**src/rtl/wb_port_arbiter_pkg.sv**
```systemverilog
// Shared types and constants for the register-file write-port arbiter.
//   XLEN       : data width of write-back values
//   REG_W      : register index width
//   REG_ZERO   : architectural zero register (x0)
//   wb_entry_t : queued multi-cycle result {live, rd, data}
package wb_port_arbiter_pkg;

  localparam int unsigned XLEN  = 32;
  localparam int unsigned REG_W = 5;
  localparam int unsigned NREGS = 32;

  localparam logic [REG_W-1:0] REG_ZERO = 5'd0;

  typedef struct packed {
    logic             live;
    logic [REG_W-1:0] rd;
    logic [XLEN-1:0]  data;
  } wb_entry_t;

endpackage

```
**src/rtl/wb_result_fifo.sv**
```systemverilog
// Small in-order queue for multi-cycle results waiting for the write port.
//   push_i/push_entry_i : store an entry at the tail (caller guarantees !full_o)
//   pop_i               : drop the head (caller guarantees !empty_o)
//   kill_i/kill_rd_i    : mark every stored live entry with rd == kill_rd_i dead
//   head_o              : oldest stored entry
//   empty_o/full_o      : occupancy flags
//   pend_mask_o         : bit r set while a stored live entry targets r
module wb_result_fifo
  import wb_port_arbiter_pkg::*;
#(
  parameter int unsigned DEPTH = 2
) (
  input  logic             clk,
  input  logic             rst_n,
  input  logic             push_i,
  input  wb_entry_t        push_entry_i,
  input  logic             pop_i,
  input  logic             kill_i,
  input  logic [REG_W-1:0] kill_rd_i,
  output wb_entry_t        head_o,
  output logic             empty_o,
  output logic             full_o,
  output logic [NREGS-1:0] pend_mask_o
);

  localparam int unsigned PTR_W = $clog2(DEPTH);
  localparam int unsigned CNT_W = PTR_W + 1;

  wb_entry_t        mem_q [DEPTH];
  wb_entry_t        mem_d [DEPTH];
  logic [PTR_W-1:0] rptr_q, rptr_d;
  logic [PTR_W-1:0] wptr_q, wptr_d;
  logic [CNT_W-1:0] cnt_q, cnt_d;
  logic [DEPTH-1:0] occ;

  assign empty_o = (cnt_q == '0);
  assign full_o  = (cnt_q == CNT_W'(DEPTH));
  assign head_o  = mem_q[rptr_q];

  // Slot s is occupied when its distance from the read pointer is below the count.
  always_comb begin : occupancy
    occ = '0;
    for (int unsigned s = 0; s < DEPTH; s++) begin
      occ[s] = ({1'b0, PTR_W'(PTR_W'(s) - rptr_q)} < cnt_q);
    end
  end

  // The push slot is always unoccupied, so a same-cycle push is never killed.
  always_comb begin : next_state
    mem_d  = mem_q;
    rptr_d = rptr_q;
    wptr_d = wptr_q;
    cnt_d  = cnt_q + CNT_W'(push_i) - CNT_W'(pop_i);
    if (kill_i) begin
      for (int unsigned s = 0; s < DEPTH; s++) begin
        if (occ[s] && (mem_q[s].rd == kill_rd_i)) begin
          mem_d[s].live = 1'b0;
        end
      end
    end
    if (push_i) begin
      mem_d[wptr_q] = push_entry_i;
      wptr_d        = wptr_q + PTR_W'(1);
    end
    if (pop_i) begin
      rptr_d = rptr_q + PTR_W'(1);
    end
  end

  // Pending mask reflects stored live entries only.
  always_comb begin : pending
    pend_mask_o = '0;
    for (int unsigned s = 0; s < DEPTH; s++) begin
      if (occ[s] && mem_q[s].live) begin
        pend_mask_o[mem_q[s].rd] = 1'b1;
      end
    end
  end

  always_ff @(posedge clk) begin : regs
    if (!rst_n) begin
      for (int unsigned s = 0; s < DEPTH; s++) begin
        mem_q[s] <= '0;
      end
      rptr_q <= '0;
      wptr_q <= '0;
      cnt_q  <= '0;
    end else begin
      for (int unsigned s = 0; s < DEPTH; s++) begin
        mem_q[s] <= mem_d[s];
      end
      rptr_q <= rptr_d;
      wptr_q <= wptr_d;
      cnt_q  <= cnt_d;
    end
  end

endmodule

```
**src/rtl/wb_port_arbiter.sv**
```systemverilog
// Arbitrates the single register-file write port between the in-order
// write-back path (fixed priority) and queued multi-cycle results.
//   clk, rst_n                      : clock, synchronous active-low reset
//   wb_regwrite/wb_rd/wb_data       : pipeline write-back request
//   mc_valid/mc_rd/mc_data, mc_ready: multi-cycle result handshake
//   pipe_stall                      : one-cycle forced drain, WB must hold
//   rf_we/rf_waddr/rf_wdata         : registered register-file write
//   pend_mask                       : destinations of queued live results
module wb_port_arbiter
  import wb_port_arbiter_pkg::*;
#(
  parameter int unsigned DEPTH        = 2,
  parameter int unsigned STARVE_LIMIT = 4
) (
  input  logic             clk,
  input  logic             rst_n,
  input  logic             wb_regwrite,
  input  logic [REG_W-1:0] wb_rd,
  input  logic [XLEN-1:0]  wb_data,
  input  logic             mc_valid,
  output logic             mc_ready,
  input  logic [REG_W-1:0] mc_rd,
  input  logic [XLEN-1:0]  mc_data,
  output logic             pipe_stall,
  output logic             rf_we,
  output logic [REG_W-1:0] rf_waddr,
  output logic [XLEN-1:0]  rf_wdata,
  output logic [NREGS-1:0] pend_mask
);

  localparam int unsigned          STARVE_W   = $clog2(STARVE_LIMIT + 1);
  localparam logic [STARVE_W-1:0]  STARVE_MAX = STARVE_W'(STARVE_LIMIT);

  logic                pipe_req;
  logic                fifo_push, fifo_pop, head_wr;
  logic                fifo_empty, fifo_full;
  wb_entry_t           fifo_head, push_entry;
  logic [STARVE_W-1:0] starve_q, starve_d;
  logic                pipe_stall_q, pipe_stall_d;
  logic                rf_we_q, rf_we_d;
  logic [REG_W-1:0]    rf_waddr_q, rf_waddr_d;
  logic [XLEN-1:0]     rf_wdata_q, rf_wdata_d;

  assign mc_ready   = !fifo_full;
  assign push_entry = '{live: 1'b1, rd: mc_rd, data: mc_data};

  assign pipe_stall = pipe_stall_q;
  assign rf_we      = rf_we_q;
  assign rf_waddr   = rf_waddr_q;
  assign rf_wdata   = rf_wdata_q;

  // A pipeline write kills older queued results for the same register.
  wb_result_fifo #(
    .DEPTH (DEPTH)
  ) u_fifo (
    .clk          (clk),
    .rst_n        (rst_n),
    .push_i       (fifo_push),
    .push_entry_i (push_entry),
    .pop_i        (fifo_pop),
    .kill_i       (pipe_req),
    .kill_rd_i    (wb_rd),
    .head_o       (fifo_head),
    .empty_o      (fifo_empty),
    .full_o       (fifo_full),
    .pend_mask_o  (pend_mask)
  );

  // Grant: pipeline first (masked while stalled), else pop the head; dead heads retire silently.
  always_comb begin : grant
    pipe_req   = wb_regwrite && (wb_rd != REG_ZERO) && !pipe_stall_q;
    fifo_pop   = !pipe_req && !fifo_empty;
    head_wr    = fifo_pop && fifo_head.live;
    fifo_push  = mc_valid && mc_ready && (mc_rd != REG_ZERO);
    rf_we_d    = pipe_req || head_wr;
    rf_waddr_d = REG_ZERO;
    rf_wdata_d = '0;
    if (pipe_req) begin
      rf_waddr_d = wb_rd;
      rf_wdata_d = wb_data;
    end else if (head_wr) begin
      rf_waddr_d = fifo_head.rd;
      rf_wdata_d = fifo_head.data;
    end
  end

  // Count cycles a live head loses to the pipeline; reaching the limit forces one stall.
  always_comb begin : starvation
    starve_d = starve_q;
    if (fifo_pop || fifo_empty) begin
      starve_d = '0;
    end else if (pipe_req && fifo_head.live && (starve_q != STARVE_MAX)) begin
      starve_d = starve_q + STARVE_W'(1);
    end
    pipe_stall_d = (starve_d == STARVE_MAX) && !pipe_stall_q;
  end

  always_ff @(posedge clk) begin : regs
    if (!rst_n) begin
      starve_q     <= '0;
      pipe_stall_q <= 1'b0;
      rf_we_q      <= 1'b0;
      rf_waddr_q   <= '0;
      rf_wdata_q   <= '0;
    end else begin
      starve_q     <= starve_d;
      pipe_stall_q <= pipe_stall_d;
      rf_we_q      <= rf_we_d;
      rf_waddr_q   <= rf_waddr_d;
      rf_wdata_q   <= rf_wdata_d;
    end
  end

endmodule

```
**config.mk**
```make
export PLATFORM = sky130hd
export DESIGN_NAME = wb_port_arbiter
export DESIGN_NICKNAME = d
export VERILOG_FILES = /design/src/rtl/wb_port_arbiter_pkg.sv /design/src/rtl/wb_result_fifo.sv /design/src/rtl/wb_port_arbiter.sv
export SDC_FILE = /design/constraint.sdc
export NUM_CORES = 1
export LEC_CHECK = 0
export CAP_MARGIN = 20
export CORE_MARGIN = 2
export CORE_UTILIZATION = 46
export CTS_BUF_LIST = sky130_fd_sc_hd__clkbuf_2 sky130_fd_sc_hd__clkbuf_4 sky130_fd_sc_hd__clkbuf_8
export DETAILED_ROUTE_END_ITERATION = 8
export GPL_TIMING_DRIVEN = 0
export PLACE_DENSITY = 0.79
export SLEW_MARGIN = 25
export SYNTH_ARGS = -nofsm -noshare
export SYNTH_HDL_FRONTEND = slang
export SYNTH_SLANG_ARGS = --single-unit
```
**constraint.sdc**
```tcl
create_clock -name clk -period 3.7 [get_ports clk]
set_clock_uncertainty 0.2 [all_clocks]
set_input_delay 0.74 -clock clk [delete_from_list [all_inputs] [get_ports clk]]
set_output_delay 0.74 -clock clk [all_outputs]
set_load 0.1 [all_outputs]
```
==> results.toml, run 1 <==
[worst_setup_path]
end_kind = "output port"
startpoint_type = "flip-flop"
r2r_slack_ns = 1.52
cp_cell_sequence = "nor2b_1 -> o2111ai_1 -> o22ai_1 -> dlygate4sd2_1"
cpLargestDelayFamily = "buffers and inverters"
arrival_ns = 2.63
crit_type = "reg -> out"
cp.depth = 4
cpPeakStageDelay_ns = 0.88
timing.rr.start = "u_fifo.cnt_q[1]"
r2r_cells = 6
cp.required_ns = 2.76
cp-endpoint = "pend_mask[15]"
slowest_stage = "dlygate4sd2_1"
worstPathMaxFanout = 8
worst-path-buf-inv = 1
startpoint = "u_fifo.cnt_q[0]"

[cts]
ctsHoldBuffers = 0
clkSlewWorstSetupHoldPaths_ns = 0.07
clock_sinks = 122
max-clock-path-buffers = 2
post-cts-setup-buffers = 0
insertion_delay_ns = 0.42
htreeDepth = 4
cts-root-buf = "clkbuf_8"
cts_tree = "yes"
cts_buffers = 17

[yosys]
synth-edff-count = 0
synthFlopType = "dfxtp_1"
synth_seq_area_share = 0.452
synth_area_mm2 = 0.00540
async_flop_share = 0
synth_fp_nets = 722
synth_most_common_cell = "nand2_1"
yosys.area.top_type = "dfxtp_1"
post-synth-top-area-fraction = 0.452
synth.top_cells.by_count = "nand2_1 (197), dfxtp_1 (122), a21boi_0 (69)"
ys_ff_latch = 122
ys_types = 46
synth.avg_cell_area_um2 = 8.44
ys_warn_count = 0
synthCells = 640
ys_top_cells_by_area = "dfxtp_1 (45%), nand2_1 (14%), a21boi_0 (9.6%)"

[pwr]
p_int_uw = 2520
p_leak_uw = 0.00267
p_seq_frac = 0.390
swShare = 0.347
p_per_area_mw_per_mm2 = 522
switchingPower_uw = 1340
clkPwrFrac = 0.321
ir_drop_mv = 0.270
combPwrFrac = 0.289

[global_route]
grt_pass1_vias = 5043
use_met2 = 0.405
grt_max_degree = 17
use_met3 = 0.0691
gr-total-overflow = 0
grt_pass1_wl_um = 24400
top_usage_layer = "met2"
antenna_found_initial = 0
groute.usage.overall = 0.239
gr-usage-met1 = 0.290

[finish]
diodes = 0
finish.utilization = 0.649
nets = 890
areaGrowthSynthToFinish_pct = 37.2
drive_gt1_frac = 0.106
nFillCells = 974
fin_area_mm2 = 0.00741

[worst_hold_path]
hold_path_class = "reg -> reg"

[sta]
hold_violations = 0
tightest_slew_ns = 1.01
drv_slew = 0
rsz0062_at_grt = "no"
slew_headroom = 0.327
period_share = 0.966
finalSetupViolCount = 0
timing.fmax_mhz = 280
period_needed_ns = 3.57
worst_slack_ns = 0.127

[detailed_routing]
via_per_inst = 5.38
routedWlPerCell_um = 15.7
first_pass_iters = 7
drtIter0Drc = 259
wl_um = 15200
drtAntennaViolNets = 0
vias = 5188
drc_errors = 0

[placed_design]
portBuffers = 149
gp_congestion = 0.839
post-place-ws_ns = -0.120
dp_hpwl_um = 11100
dpl-instance-area_mm2 = 0.00707

[job]
maxCapViolCount = 0

[floorplanning]
die_x_um = 112
dieArea_mm2 = 0.0126
initial_core_util = 0.473
fp.coreArea_mm2 = 0.0114
fp.dieH_um = 112
row_count = 39
io_pins = 150

[status]
status = "finished, final reports clean"
## power groups by stage
stage	Sequential (uW)	Clock, uW	Combinational [uW]
after floorplan	1670	0	636
after global placement	1530	0	1090
after detailed placement	1540	0	1110
after CTS	1510	1260	1120
after global routing	1520	1310	1210
final	1510	1240	1120
## tightest hold or removal path, stage by stage, from the launching register on
cell      delay [ns]
dfxtp_1         0.31
nand2_1         0.05
a21boi_1        0.05
## cell families after synthesis
group,Yosys count,share of synthesized area
XOR/XNOR,14,0.0227
AND/OR/NAND/NOR,241,0.191
multiplexers,40,0.0743
AO/OA/AOI/OAI,163,0.203
adder cells (fa/ha/maj),4,0.00926
buffers and inverters,56,0.0477
flip-flops,122,0.452
## repair_timing
action	CTS	global route
pin swaps	0	0
setup endpoints to repair	32	22
endpoints found under the hold margin	0	0
gates resized for setup	81	48
## metal layers
metal	vias to the layer above	share of wire	wire, um
li1	2519	-	-
met3	28	0.070	1060
met1	2427	0.42	6350
met4	0	0.018	275
met2	214	0.49	7490
met5	-	0	0
## stage by stage
| stage | power, uW | setup TNS, ns | hold slack [ns] | instances |
|---|---|---|---|---|
| 6_report | 3870 | 0 | 0.253 | 964 |
| 3_3_place_gp | 2620 | -0.271 | 0.240 | 932 |
| 4_1_cts | 3880 | 0 | 0.256 | 964 |
| 2_1_floorplan | 2310 | -0.145 | 0.234 | 640 |
| 5_1_grt | 4040 | 0 | 0.276 | 964 |
| 3_5_place_dp | 2650 | -1.05 | 0.246 | 932 |
## layout by cell type, fill, tap and decap left out, types with 4 or more instances in the layout
cell / count
nand2_1: 197
dfxtp_1: 122
clkdlybuf4s50_1: 117
a21boi_0: 69
mux2i_1: 39
o22ai_1: 32
o21ai_1: 30
clkbuf_1: 27
buf_2: 19
clkbuf_8: 18
o21ai_0: 12
xnor2_1: 10
inv_1: 8
nor2_1: 7
clkbuf_4: 7
clkdlybuf4s15_2: 6
nor2b_1: 5
clkbuf_2: 5
nor3_1: 5
a21boi_1: 5
nand3_1: 4
buf_1: 4
or3b_2: 4
xor2_1: 4
ha_1: 4
clkinv_2: 4
dlygate4sd2_1: 4
## final cells by class
type | count | area [um2] | share of cell area
clock inverters | 14 | 170 | 0.0230
repair buffers | 149 | 1410 | 0.190
well taps | 143 | 179 | 0.0241
flip-flops and latches | 122 | 2440 | 0.330
multi-input cells | 462 | 2700 | 0.365
clock buffers | 18 | 248 | 0.0334
plain buffers | 48 | 228 | 0.0307
inverters | 8 | 30.0 | 0.00405
## worst min-delay path by stage
stage | slack, ns | depth (start not counted) | end
floorplan | 0.23 | 2 | flip-flop
global placement | 0.24 | 2 | flip-flop
detailed placement | 0.25 | 2 | flip-flop
CTS | 0.26 | 2 | flip-flop
global route | 0.28 | 2 | flip-flop
finish | 0.25 | 2 | flip-flop
(Power assumes the default switching activity.)
==> run 2, diff against run 1 <==
--- a/config.mk
+++ b/config.mk
@@ -12,6 +12,7 @@
 export DETAILED_ROUTE_END_ITERATION = 8
 export GPL_TIMING_DRIVEN = 0
 export PLACE_DENSITY = 0.79
+export REMOVE_ABC_BUFFERS = 1
 export SLEW_MARGIN = 25
 export SYNTH_ARGS = -nofsm -noshare
 export SYNTH_HDL_FRONTEND = slang
==> run 2 against run 1 <==
Die area stayed put. Utilization about the same. Sequential power about the same. Maximum frequency increased by 0.56%. Count of clock-buffer cells in the layout grew 5. Critical endpoint is now pend_mask[7]. Largest cell class unchanged. Flip-flop and latch count unchanged. Non-clock buffer count fell by 42. Highest routed layer unchanged. Global-route usage shrank 0.51 points. Largest power group unchanged.
==> results.toml, run 2 (synthesis gave the netlist of run 1 again) <==
[finish]
nets = 848
final_common_cell = "nand2_1"
final_cells = 920
drive_gt1_frac = 0.109
areaGrowthSynthToFinish_pct = 37.2
diodes = 0
layout.cells.most_common_list = "nand2_1 (197), dfxtp_1 (121), clkdlybuf4s50_1 (116)"

[detailed_routing]
drtAntennaViolNets = 0
first_pass_iters = 4
drc_errors = 0
vias = 4955
via_per_inst = 5.39
drtIter0Drc = 277
routedWlPerCell_um = 15.8
wl_um = 14500

[worst_setup_path]
cpLargestDelayFamily = "buffers and inverters"
worst-path-buf-inv = 1
startpoint_type = "flip-flop"
crit_type = "reg -> out"
end_kind = "output port"
arrival_ns = 2.61
cpPeakStageDelay_ns = 0.85
worstPathMaxFanout = 8
cp.required_ns = 2.76
cp_cell_sequence = "nor2b_1 -> o2111ai_1 -> o22ai_1 -> clkdlybuf4s15_1"
slowest_stage = "clkdlybuf4s15_1"

[pwr]
ir_drop_mv = 0.273
p_per_area_mw_per_mm2 = 536
p_leak_uw = 0.00261
power_uw = 3980

[cts]
cts_tree = "yes"
ctsHoldBuffers = 0
htreeDepth = 4
insertion_delay_ns = 0.43
cts-root-buf = "clkbuf_8"
clock_sinks = 122
max-clock-path-buffers = 2
clkSlewWorstSetupHoldPaths_ns = 0.07
cts_buffers = 17
post-cts-setup-buffers = 0

[floorplanning]
initial_core_util = 0.473
die_x_um = 112
row_count = 39
dieArea_mm2 = 0.0126
fp.dieH_um = 112
fp.coreArea_mm2 = 0.0114
io_pins = 150

[global_route]
antenna_found_initial = 0
grt_max_degree = 85
grt_pass1_wl_um = 23900
groute.usage.overall = 0.234
gr-total-overflow = 0
grt_pass1_vias = 4998

[worst_hold_path]
hold_path_class = "reg -> reg"

[sta]
rsz0062_at_grt = "no"
tightest_slew_ns = 1.02
period_needed_ns = 3.55
period_share = 0.960
finalSetupViolCount = 0
hold_violations = 0
timing.fmax_mhz = 281
slew_headroom = 0.316
drv_slew = 0

[placed_design]
place_inst = 890
gp_congestion = 0.832
portBuffers = 149
dp_hpwl_um = 10000

[status]
status = "finished, final reports clean"

[job]
maxCapViolCount = 0
## run 2: cell count changes in the layout (fill, tap and decap cells not counted), sizes merged
cell,before,now
bufinv,3,4
clkdlybuf4s50,117,116
buf,29,10
dlygate4sd2,4,0
inv,11,8
clkinv,7,2
clkbuf,57,33
clkdlybuf4s15,6,14
clkdlybuf4s18,2,5
## run 2: worst min-delay path: cells and delay by family, from the launching register on
kind / cells / cell delay [ns]
AND/OR/NAND/NOR: 1 / 0.05
flip-flops: 1 / 0.31
AO/OA/AOI/OAI: 1 / 0.05
## run 2: layout make-up
cell class              instances  area (um2)
clock buffers                  23         310
clock inverters                 7         138
fillers                       949        4000
inverters                       8        30.0
multi-input cells             462        2740
flip-flops and latches        122        2450
well taps                     143         179
repair buffers                155        1570
## run 2: worst paths after layout
check | cells after the start | startpoint | endpoint | slack (ns)
worst min-delay path | 2 | flip-flop | flip-flop | 0.25
worst max register to register | 7 | u_fifo.cnt_q[1] | u_fifo.cnt_q[1] | 1.51
worst max-delay path | 4 | u_fifo.cnt_q[0] | pend_mask[7] | 0.15
worst min register to register | 2 | flip-flop | flip-flop | 0.25
## run 2: what timing repair did
item	in CTS	in global routing
cloned	0	0
gates resized for setup	79	28
setup endpoints to repair	32	20
## run 2: metal layers
metal	GRT usage	wire, um	vias to the layer above
met1	0.277	6110	2348
met3	0.0729	1090	20
met2	0.404	7140	161
met4	0.0797	182	0
met5	0	0	-
li1	-	-	2426
## run 2: power by group
group          leakage, uW  switching, uW  internal (uW)  total (uW)
Combinational      0.00139            691            420        1110
Clock             0.000227            500            823        1320
Sequential        0.000998            104           1440        1540
## run 2: per-stage QoR
step / util / setup TNS (ns) / setup WS (ns) / instance area [um2] / hold slack, ns
after floorplan: - / -31.67 / -1.08 / 5180 / 0.234
after global placement: 0.600 / -229.41 / -2.42 / 6850 / 0.240
after detailed placement: 0.614 / 0 / 0.0295 / 7010 / 0.247
after CTS: 0.655 / 0 / 0.00428 / 7480 / 0.257
after global routing: 0.649 / 0 / 0.00108 / 7410 / 0.269
final: 0.649 / 0 / 0.147 / 7410 / 0.255
